### src/rtl/arith_pkg.sv
// Shared arithmetic datapath types and width helpers.
// Used by the sequential multiplier and divider blocks.
package arith_pkg;

  typedef enum logic [1:0] {
    IDLE,
    CALC,
    DONE
  } mul_state_t;

  // Width of a counter that must hold values 0..n.
  function automatic int cnt_width(input int n);
    return $clog2(n + 1);
  endfunction

endpackage

### src/rtl/shift_add_step.sv
// One shift-and-add iteration: conditional add of the
// multiplicand into the upper half, then a right shift.
module shift_add_step #(
  parameter int N = 4
) (
  input  logic [2*N:0] acc,
  input  logic [N-1:0] mcand,
  output logic [2*N:0] acc_next
);

  logic [N:0]   sum;
  logic [2*N:0] pre;

  always_comb begin
    // N+1-bit add so the carry lands in acc[2N].
    sum      = {1'b0, acc[2*N-1:N]} + {1'b0, mcand};
    pre      = acc[0] ? {sum, acc[N-1:0]} : acc;
    acc_next = pre >> 1;
  end

endmodule

### src/rtl/shift_add_multiplier.sv
// Sequential unsigned N x N -> 2N multiplier, one
// multiplier bit per clock, start/done handshake.
module shift_add_multiplier
  import arith_pkg::*;
#(
  parameter int N = 4
) (
  input  logic           clk,
  input  logic           rst,
  input  logic           start,
  input  logic [N-1:0]   multiplicand,
  input  logic [N-1:0]   multiplier,
  output logic           busy,
  output logic           done,
  output logic [2*N-1:0] product
);

  localparam int CW = cnt_width(N);
  localparam logic [CW-1:0] LAST = CW'(N - 1);

  mul_state_t state, state_n;

  logic [2*N:0]   acc, acc_n, acc_step;
  logic [N-1:0]   mcand_r, mcand_n;
  logic [CW-1:0]  cnt, cnt_n;
  logic [2*N-1:0] prod_n;
  logic           busy_n, done_n;

  shift_add_step #(.N(N)) u_step (
    .acc      (acc),
    .mcand    (mcand_r),
    .acc_next (acc_step)
  );

  always_comb begin
    state_n = state;
    acc_n   = acc;
    mcand_n = mcand_r;
    cnt_n   = cnt;
    prod_n  = product;
    unique case (state)
      IDLE, DONE: begin
        if (start) begin
          state_n = CALC;
          mcand_n = multiplicand;
          acc_n   = {{(N+1){1'b0}}, multiplier};
          cnt_n   = '0;
        end else begin
          state_n = IDLE;
        end
      end
      CALC: begin
        acc_n = acc_step;
        cnt_n = cnt + 1'b1;
        if (cnt == LAST) begin
          prod_n  = acc_step[2*N-1:0];
          state_n = DONE;
        end
      end
      default: state_n = IDLE;
    endcase
    // Status flags are registered from the next state.
    busy_n = (state_n == CALC);
    done_n = (state_n == DONE);
  end

  always_ff @(posedge clk) begin
    if (rst) begin
      state   <= IDLE;
      acc     <= '0;
      mcand_r <= '0;
      cnt     <= '0;
      product <= '0;
      busy    <= 1'b0;
      done    <= 1'b0;
    end else begin
      state   <= state_n;
      acc     <= acc_n;
      mcand_r <= mcand_n;
      cnt     <= cnt_n;
      product <= prod_n;
      busy    <= busy_n;
      done    <= done_n;
    end
  end

endmodule

### config.mk
export PLATFORM = sky130hd
export DESIGN_NAME = shift_add_multiplier
export DESIGN_NICKNAME = d
export VERILOG_FILES = /design/src/rtl/arith_pkg.sv /design/src/rtl/shift_add_step.sv /design/src/rtl/shift_add_multiplier.sv
export SDC_FILE = /design/constraint.sdc
export NUM_CORES = 1
export LEC_CHECK = 0
export BUFFER_PORTS_ARGS = -buffer_cell sky130_fd_sc_hd__clkbuf_2
export CAP_MARGIN = 0
export CELL_PAD_IN_SITES_DETAIL_PLACEMENT = 1
export CELL_PAD_IN_SITES_GLOBAL_PLACEMENT = 1
export CORE_MARGIN = 5
export CORE_UTILIZATION = 43
export DETAILED_ROUTE_END_ITERATION = 10
export GPL_TIMING_DRIVEN = 0
export PLACE_DENSITY = 0.79
export SYNTH_ARGS = -nofsm -noshare
export SYNTH_HDL_FRONTEND = slang
export SYNTH_SLANG_ARGS = --single-unit
### constraint.sdc
create_clock -name clk -period 4.2 [get_ports clk]
set_clock_uncertainty 0.05 [all_clocks]
set_input_delay 0.84 -clock clk [delete_from_list [all_inputs] [get_ports clk]]
set_output_delay 0.84 -clock clk [all_outputs]
set_load 0.005 [all_outputs]
## After elaboration in Yosys (flattened, before gate mapping)

Cells that the tools add are included.
Widths: inputs -> output; s select.

| operators by class | value |
|---|---|
| $add $sub $neg | 2 |
| equality and inequality tests | 6 |
| multiplexer cells | 8 |
| reduce and logical (&&, ||, !) cells | 6 |

Operators with widths:

| operator | number |
|---|---|
| $mux 9 | 2 |
| $pmux 9 s2 | 1 |
| $pmux 3 s2 | 1 |
| $reduce_and 2->1 | 3 |
| $add 4x4->5 | 1 |
| $eq 2x1->1 const B | 2 |
| $eq 2x2->1 const B | 2 |
| $pmux 2 s2 | 1 |
| $add 3x1->3 const B | 1 |
| $eq 3x2->1 const B | 1 |
| $mux 3 | 1 |
| $logic_not 2->1 | 1 |
| $mux 2 | 1 |
| $ne 2x2->1 const B | 1 |
| $reduce_bool 2->1 | 1 |
| $reduce_or 2->1 | 1 |
| $mux 1 | 1 |

| word-level totals | value |
|---|---|
| register bits after elaboration | 28 |
| input port bits | 11 |
| output and inout port bits | 10 |
| logic and storage cells | 29 |

## Longest topological paths before layout

Gate-level depths: netlist of run 1.

| logic depth | value |
|---|---|
| depth in word-level cells | 4 |
| gate-level depth with buffers | 7 |

## Modules after synthesis

Synthesis of run 1 repeated with hierarchy kept, for this count alone.

| unflattened totals | value |
|---|---|
| cells, all modules | 160 |
| area, all modules | 1391.3 um^2 |

Modules (own cells, without submodules):

| module | instances | cells an instance | area an instance (um^2) | sequential area each (um^2) |
|---|---|---|---|---|
| shift_add_multiplier | 1 | 127 | 1142.3 | 560.5 |
| shift_add_step | 1 | 33 | 249.0 | 0.0 |

## Least setup slack after synthesis of run 1

Ideal clock, no wire load.

| timing path | value |
|---|---|
| kind | input -> register |
| start | in rst |
| end | reg mcand_r[0] |
| setup time | 135 ps |
| arrival | 1477 ps |
| data required time | 4015 ps |
| path slack | 2538 ps |
| cell stages on the path | 3 |
| path buffers | 2 |
| cells stage by stage | clkbuf_1 > clkbuf_1 > a21oi_1 |

RTL lines:

| item | line | text |
|---|---|---|
| start: declaration | shift_add_multiplier.sv:9 | `input logic rst,` |
| end signal: assignment | shift_add_multiplier.sv:79 | `mcand_r <= mcand_n;` |
| end: declaration | shift_add_multiplier.sv:24 | `logic [N-1:0] mcand_r, mcand_n;` |

No word-level cell between the ends.

## Worst setup path in the final report of run 1

| timing path | value |
|---|---|
| start | reg acc[4] |
| end | reg acc[5] |

| on the way | value |
|---|---|
| word-level cells in the longest chain between the ends | 3 |

Ends and longest elaborated chain:

| item | line | text |
|---|---|---|
| start: declaration | shift_add_multiplier.sv:23 | `logic [2*N:0] acc, acc_n, acc_step;` |
| start signal: assignment | shift_add_multiplier.sv:78 | `acc <= acc_n;` |
| $add 4x4->5 | shift_add_step.sv:16 | `sum = {1'b0, acc[2*N-1:N]} + {1'b0, mcand};` |
| $mux 9 | shift_add_step.sv:17 | `pre = acc[0] ? {sum, acc[N-1:0]} : acc;` |
| $pmux 9 s2 | shift_add_multiplier.sv:41 | `unique case (state)` |

Every way passes these cells.
A chain may end at the register's enable or synchronous reset.

==> key figures, run 1 <==
Run status
  • Status: finished, final reports clean

Worst setup path
  • Top Family by Delay on Critical Path: adder cells
  • Worst path arrival time: 2.02 ns
  • CP required: 4.36 ns
  • RR Startpoint: acc[4]$_SDFFE_PP0P_
  • CP Cell Sequence: ha_1, inv_1, fa_1, xnor2_1, mux2i_1, o21ai_0, nor2b_1
  • Max FO, Critical Path: 3
  • CP endpoint kind: register
  • Flop-to-flop setup slack: 2.34 ns
  • Crit path kind: register to register
  • Register-to-Register Path Depth: 7
  • Worst path slowest cell: fa_1
  • Buffers & Inverters on Critical Path: 1
  • CP Launch Type: register
  • R2R Path End: acc[5]$_SDFFE_PP0P_
  • CP max stage delay: approximately 0.40 ns

STA
  • Final hold vios: 0
  • Slew HR: 0.656
  • Final Setup Violations: 0
  • RSZ-0062 raised after global routing: no
  • Post-layout min period: 1.86 ns
  • Worst Tran Pin Value: roughly 0.52 ns
  • Setup TNS: 0 ns
  • Max-slew violation count: 0
  • Worst hold margin: approximately 0.42 ns
  • Final period util: 0.442
  • Fmax: 538 MHz

Clocking
  • Post-CTS Repair Setup Buffers: 0
  • Reg clk slew, reported paths: 0.16 ns
  • Max clock buf depth: 2
  • Inserted Clock Buffers: 3
  • CTS tree: built
  • PostCTS Resize Cnt: 0
  • Clock Sinks: 27
  • Worst skew pair latency: around 0.33 ns
  • # hold bufs at CTS: 0
  • Maximum level of the CTS H-tree: 1
  • Root Buffer Master: clkbuf_4

Synth
  • Synthesized area per cell: 8.45 sq um
  • Syn_nets: 162
  • Count of cell types in the netlist: 29
  • Synth top area cells: dfxtp_1 (44%), nand2_1 (7.4%), nor2_1 (6.8%)
  • FF+latch count, synth: 27
  • Share of the synthesized area in the top cell type: 0.444
  • Ys Warns: 0
  • Main synth FF type: dfxtp_1
  • Mapped Cells: 144
  • Number of synthesized flops with an enable pin: 0
  • Leading area contributor after synthesis: dfxtp_1
  • Register area share after synthesis: 0.444
  • FFs w/ async S/R, synth: 0
  • Post-Syn Area: ~0.0012 sq mm

Die
  • Site Rows: 19
  • Chip height: 63.2 microns
  • Core Region: 0.00273 sq mm
  • Die Span X: 63.2 microns
  • Initial Util: 0.445
  • IO Count: 21
  • Total Die Area: 0.00400 sq mm

Global routing
  • Remaining global-route overflow: 0
  • Overall Global Routing Usage: 0.151
  • Number of global-route vias before repair: 1101
  • Largest net degree at the start of global routing: 16
  • Initial antenna violation count: 0
  • First-pass GRT wire length: 4950 microns

Pwr
  • PD cells: approximately 330 mW/mm^2
  • Leakage Power: 0.562 nW
  • Worst VDD drop: 185 uV

Final layout
  • Fraction of layout cells with a size suffix above 1: 0.186
  • Most frequent cells in the layout: dfxtp_1 (27), nand2_1 (24), nor2_1 (22), clkbuf_2 (19), a21oi_1 (15)
  • Layout Nets: ~190
  • Commonest non-fill, non-tap cell in the layout: dfxtp_1
  • # fillers: 355
  • # diodes: 0
  • Area Overhead vs Synth: 13.3%

Min path
  • Hold EP: product[0]$_SDFFE_PP0P_
  • Hold path depth: 2
  • Hold Startpoint: product[0]$_SDFFE_PP0P_
  • Hold WC Path Type: register to register

Detailed routing
  • Iter 0 DRT Violations: 44
  • Wire per inst: between 10 and 15 microns
  • # DRC: 0
  • Post-detailed-routing wire length: 2890 microns
  • Post-route antenna net violation count: 0
  • Via/cell ratio: 5.35
  • Pre-antenna DRT Iters: 4
  • Via count: 1059

Place
  • Dpl hpwl: 2230 microns
  • Port Buffers: 19
  • Routability cong.: 0.773

Flow run
  • Max Cap Viol: 0
==> per-stage QoR <==
stage                     power, W  setup slack, ns  cells  area, sq um   util
after floorplan           0.000320             2.54    144         1220      -
after global placement    0.000336             2.25    194         1350  0.494
after detailed placement  0.000340             2.17    194         1350  0.494
after CTS                 0.000451             2.35    198         1380  0.504
after global routing      0.000473             2.25    198         1380  0.504
final                     0.000449             2.34    198         1380  0.504
==> layer usage <==
metal  track usage  part of all wire  vias to the layer above
li1              -                 -                      527
met1         0.184              0.48                      515
met2         0.269              0.50                       12
met3        0.0284             0.019                        5
met4        0.0390            0.0090                        0
met5             0                 0                        -
==> report_power, final <==
part           internal, W  switching [W]
registers         0.000266     0.00000671
clock network    0.0000357      0.0000797
logic            0.0000237      0.0000369
total             0.000326       0.000123
==> logic make-up after synthesis <==
group / count (synthesis) / share of synthesized area
multiplexers: 4 / 0.0329
AND/OR/NAND/NOR: 63 / 0.232
XOR/XNOR: 1 / 0.00720
adder cells (fa/ha/maj): 7 / 0.0781
AO/OA/AOI/OAI: 29 / 0.152
flip-flops: 27 / 0.444
buffers and inverters: 13 / 0.0534
==> sequential cells by signal (all words and copies together) (netlist names) <==
signal   count
cnt          3
acc          8
busy         1
mcand_r      4
done         1
product      8
state        2
==> cell usage after synthesis, types with 3 or more instances <==
| master | count |
|---|---|
| dfxtp_1 | 27 |
| nand2_1 | 24 |
| a22oi_1 | 3 |
| o22ai_1 | 3 |
| clkbuf_1 | 5 |
| a21oi_1 | 15 |
| ha_1 | 6 |
| nor3_1 | 3 |
| mux2i_1 | 4 |
| inv_1 | 4 |
| o21ai_0 | 4 |
| nand2b_1 | 4 |
| nor2_1 | 22 |
==> worst max path at each step <==
stage,slack [ns],cells after the start,from,endpoint
floorplan,2.54,3,rst,mcand_r[0]$_SDFFE_PP0P_
global placement,2.25,6,start,acc[4]$_SDFFE_PP0P_
detailed placement,2.17,6,start,acc[7]$_SDFFE_PP0P_
CTS,2.35,7,acc[4]$_SDFFE_PP0P_,acc[5]$_SDFFE_PP0P_
global route,2.25,7,acc[4]$_SDFFE_PP0P_,acc[5]$_SDFFE_PP0P_
finish,2.34,7,acc[4]$_SDFFE_PP0P_,acc[5]$_SDFFE_PP0P_
==> cell type report <==
class                   instances  area, sq um  share of cell area
repair buffers                 19         95.1              0.0690
clock buffers                   3         22.5              0.0163
well taps                      31         38.8              0.0281
plain buffers                   9         50.0              0.0363
flip-flops and latches         27          541               0.392
multi-input cells             104          612               0.444
clock inverters                 1         5.00             0.00363
inverters                       4         15.0              0.0109
==> tightest hold or removal path, cell delays in order (launching register included) <==
cell and delay (ns):
dfxtp_1 0.34, nand2_1 0.05, a21oi_1 0.05
Power figures use the tool's default switching activity.
==> run 2: changes to the inputs <==
Settings changed: CORE_UTILIZATION 43 to 36, PLACE_DENSITY 0.79 to 0.7.
Clock period 4.2 ns to 1.5 ns, I/O delays scaled along.
==> run 2 against run 1 <==
Effect of this change: the flow now finishes with violations (setup timing); flip-flop and latch count did not move; sequential power rose to 2.8 times the previous value; maximum frequency rose by 15%; critical path depth did not move; highest routed layer unchanged; register-to-register slack got worse by 2.5 ns; worst hold slack got worse by 0.30 ns.
==> key figures, run 2 (same netlist as run 1, synthesis figures left out) <==
Detailed routing
  • # DRC: 0
  • Via count: 1077
  • Wire per inst: 14.8 microns
  • Iter 0 DRT Violations: 34
  • Pre-antenna DRT Iters: 4
  • Via/cell ratio: 4.92
  • Post-route antenna net violation count: 0
  • Post-detailed-routing wire length: between 3000 and 4000 microns

Final layout
  • # fillers: ~420
  • Fin cells: 219
  • Commonest non-fill, non-tap cell in the layout: nand2_1
  • Area Overhead vs Synth: 25.4%
  • Seq. cell area: 549 sq um
  • Most frequent cells in the layout: nand2_1 (23), nor2_1 (22), clkbuf_2 (21), dfxtp_1 (20), a21oi_1 (11)
  • Layout Nets: 192
  • Top Registers: acc (8), product (8), mcand_r (4)
  • Multi-input gate area: just under 700 sq um
  • # diodes: 0
  • Fraction of layout cells with a size suffix above 1: 0.335

Worst setup path
  • CP endpoint kind: register
  • Worst path slowest cell: dfxtp_2
  • CP required: between 1.5 and 2 ns
  • Worst path arrival time: 1.79 ns
  • CP max stage delay: 0.39 ns
  • Crit path kind: register to register
  • CP Cell Sequence: ha_4, inv_2, fa_2, xnor2_1, mux2i_1, o21ai_1, nor2b_1
  • Max FO, Critical Path: 2
  • CP Launch Type: register
  • Buffers & Inverters on Critical Path: 1
  • Top Family by Delay on Critical Path: adder cells

Die
  • Die Span X: 68.2 microns
  • Chip height: between 60 and 70 microns
  • Core Region: 0.00331 sq mm
  • Site Rows: 21
  • Initial Util: 0.368
  • IO Count: 21
  • Total Die Area: 0.00464 sq mm

STA
  • RSZ-0062 raised after global routing: yes
  • Fin worst setup slack: -0.121 ns
  • Post-layout min period: 1.62 ns
  • Slew HR: 0.624
  • Fmax: 617 MHz
  • Final hold vios: 0
  • Final period util: 1.08
  • Max-slew violation count: 0
  • Worst Tran Pin Value: 0.563 ns
  • Final Setup Violations: 8
  • Setup TNS: -0.536 ns

Clocking
  • Reg clk slew, reported paths: 0.15 ns
  • Maximum level of the CTS H-tree: 1
  • Inserted Clock Buffers: 3
  • Root Buffer Master: clkbuf_4
  • Clock Sinks: 27
  • Worst skew pair latency: 0.33 ns
  • CTS tree: built
  • Max clock buf depth: 2

Global routing
  • Overall Global Routing Usage: 0.159
  • Number of global-route vias before repair: 1138
  • Remaining global-route overflow: 0
  • First-pass GRT wire length: roughly 5400 microns
  • Initial antenna violation count: 0
  • Largest net degree at the start of global routing: 16

Pwr
  • Net Sw Frac: 0.279
  • Share of power burned in registers: 0.595
  • Power Internal: 0.000931 W
  • Power Total: 0.00129 W
  • Comb pwr share: 0.156
  • PD cells: ~850 mW/mm^2
  • NetSw: 0.000361 W
  • Clk network pwr share: 0.249
  • Leakage Power: between 0.6 and 0.7 nW
  • Worst VDD drop: 545 uV

Run status
  • Status: finished with violations
  • Failing checks: setup timing

Flow run
  • Max Cap Viol: 0

Min path
  • Hold WC Path Type: input port to register

Place
  • Port Buffers: 19
  • Cell count after placement: 209
  • Routability cong.: approximately 0.72
  • Dpl hpwl: 2390 microns
## run 2: path summary, 6_finish.rpt
check	from	endpoint	depth (start not counted)	slack (ns)
worst max register to register	acc[4]$_SDFFE_PP0P_	acc[5]$_SDFFE_PP0P_	7	-0.12
worst max-delay path	acc[4]$_SDFFE_PP0P_	acc[5]$_SDFFE_PP0P_	7	-0.12
worst min register to register	product[0]$_SDFFE_PP0P_	product[0]$_SDFFE_PP0P_	2	0.42
worst min-delay path	multiplicand[3]	mcand_r[3]$_SDFFE_PP0P_	3	0.11
## run 2: layout make-up
cell class | count | share of cell area
Tap cell | 46 | 0.0377
Clock buffer | 3 | 0.0148
Clock inverter | 1 | 0.00328
Sequential cell | 27 | 0.360
Buffer | 9 | 0.0344
Inverter | 4 | 0.00984
Timing Repair Buffer | 25 | 0.0918
Multi-Input combinational cell | 104 | 0.448
## run 2: power groups by stage
stage / Sequential, W / Clock, W / Combinational, W
after CTS: 0.000769 / 0.000340 / 0.000198
after floorplan: 0.000776 / 0 / 0.000121
final: 0.000769 / 0.000322 / 0.000201
after global placement: 0.000780 / 0 / 0.000164
after global routing: 0.000774 / 0.000369 / 0.000223
after detailed placement: 0.000782 / 0 / 0.000177
## run 2: repair_timing
item | 4_1_cts | 5_1_grt
resized for setup | 11 | 8
hold endpoints to repair | 0 | 0
endpoints found under the setup margin | 8 | 13
buffers inserted | 6 | 0
hold buffers | 0 | 0
pin swaps | 9 | 1
gates cloned | 0 | 0
## run 2: stage by stage
stage | util | hold slack, ns | worst slack (ns) | cell area (sq um)
final | 0.461 | 0.113 | -0.121 | 1530
after global routing | 0.461 | 0.0968 | -0.196 | 1530
after CTS | 0.456 | 0.105 | -0.124 | 1510
after detailed placement | 0.419 | 0.403 | -0.198 | 1390
after global placement | 0.419 | 0.395 | -0.133 | 1390
after floorplan | - | 0.378 | -0.0368 | 1230
## run 2: routing by layer
metal  global-route usage  vias to the layer above  wire, microns
met5                    0                        -              0
met4               0.0298                        0             16
met3               0.0411                        2             94
met2                0.286                       11           1770
met1                0.191                      520           1370
li1                     -                      544              -
## run 2: worst min-delay path, stage by stage
cell	delay, ns
clkbuf_2	0.08
nand2_1	0.04
a21oi_1	0.05
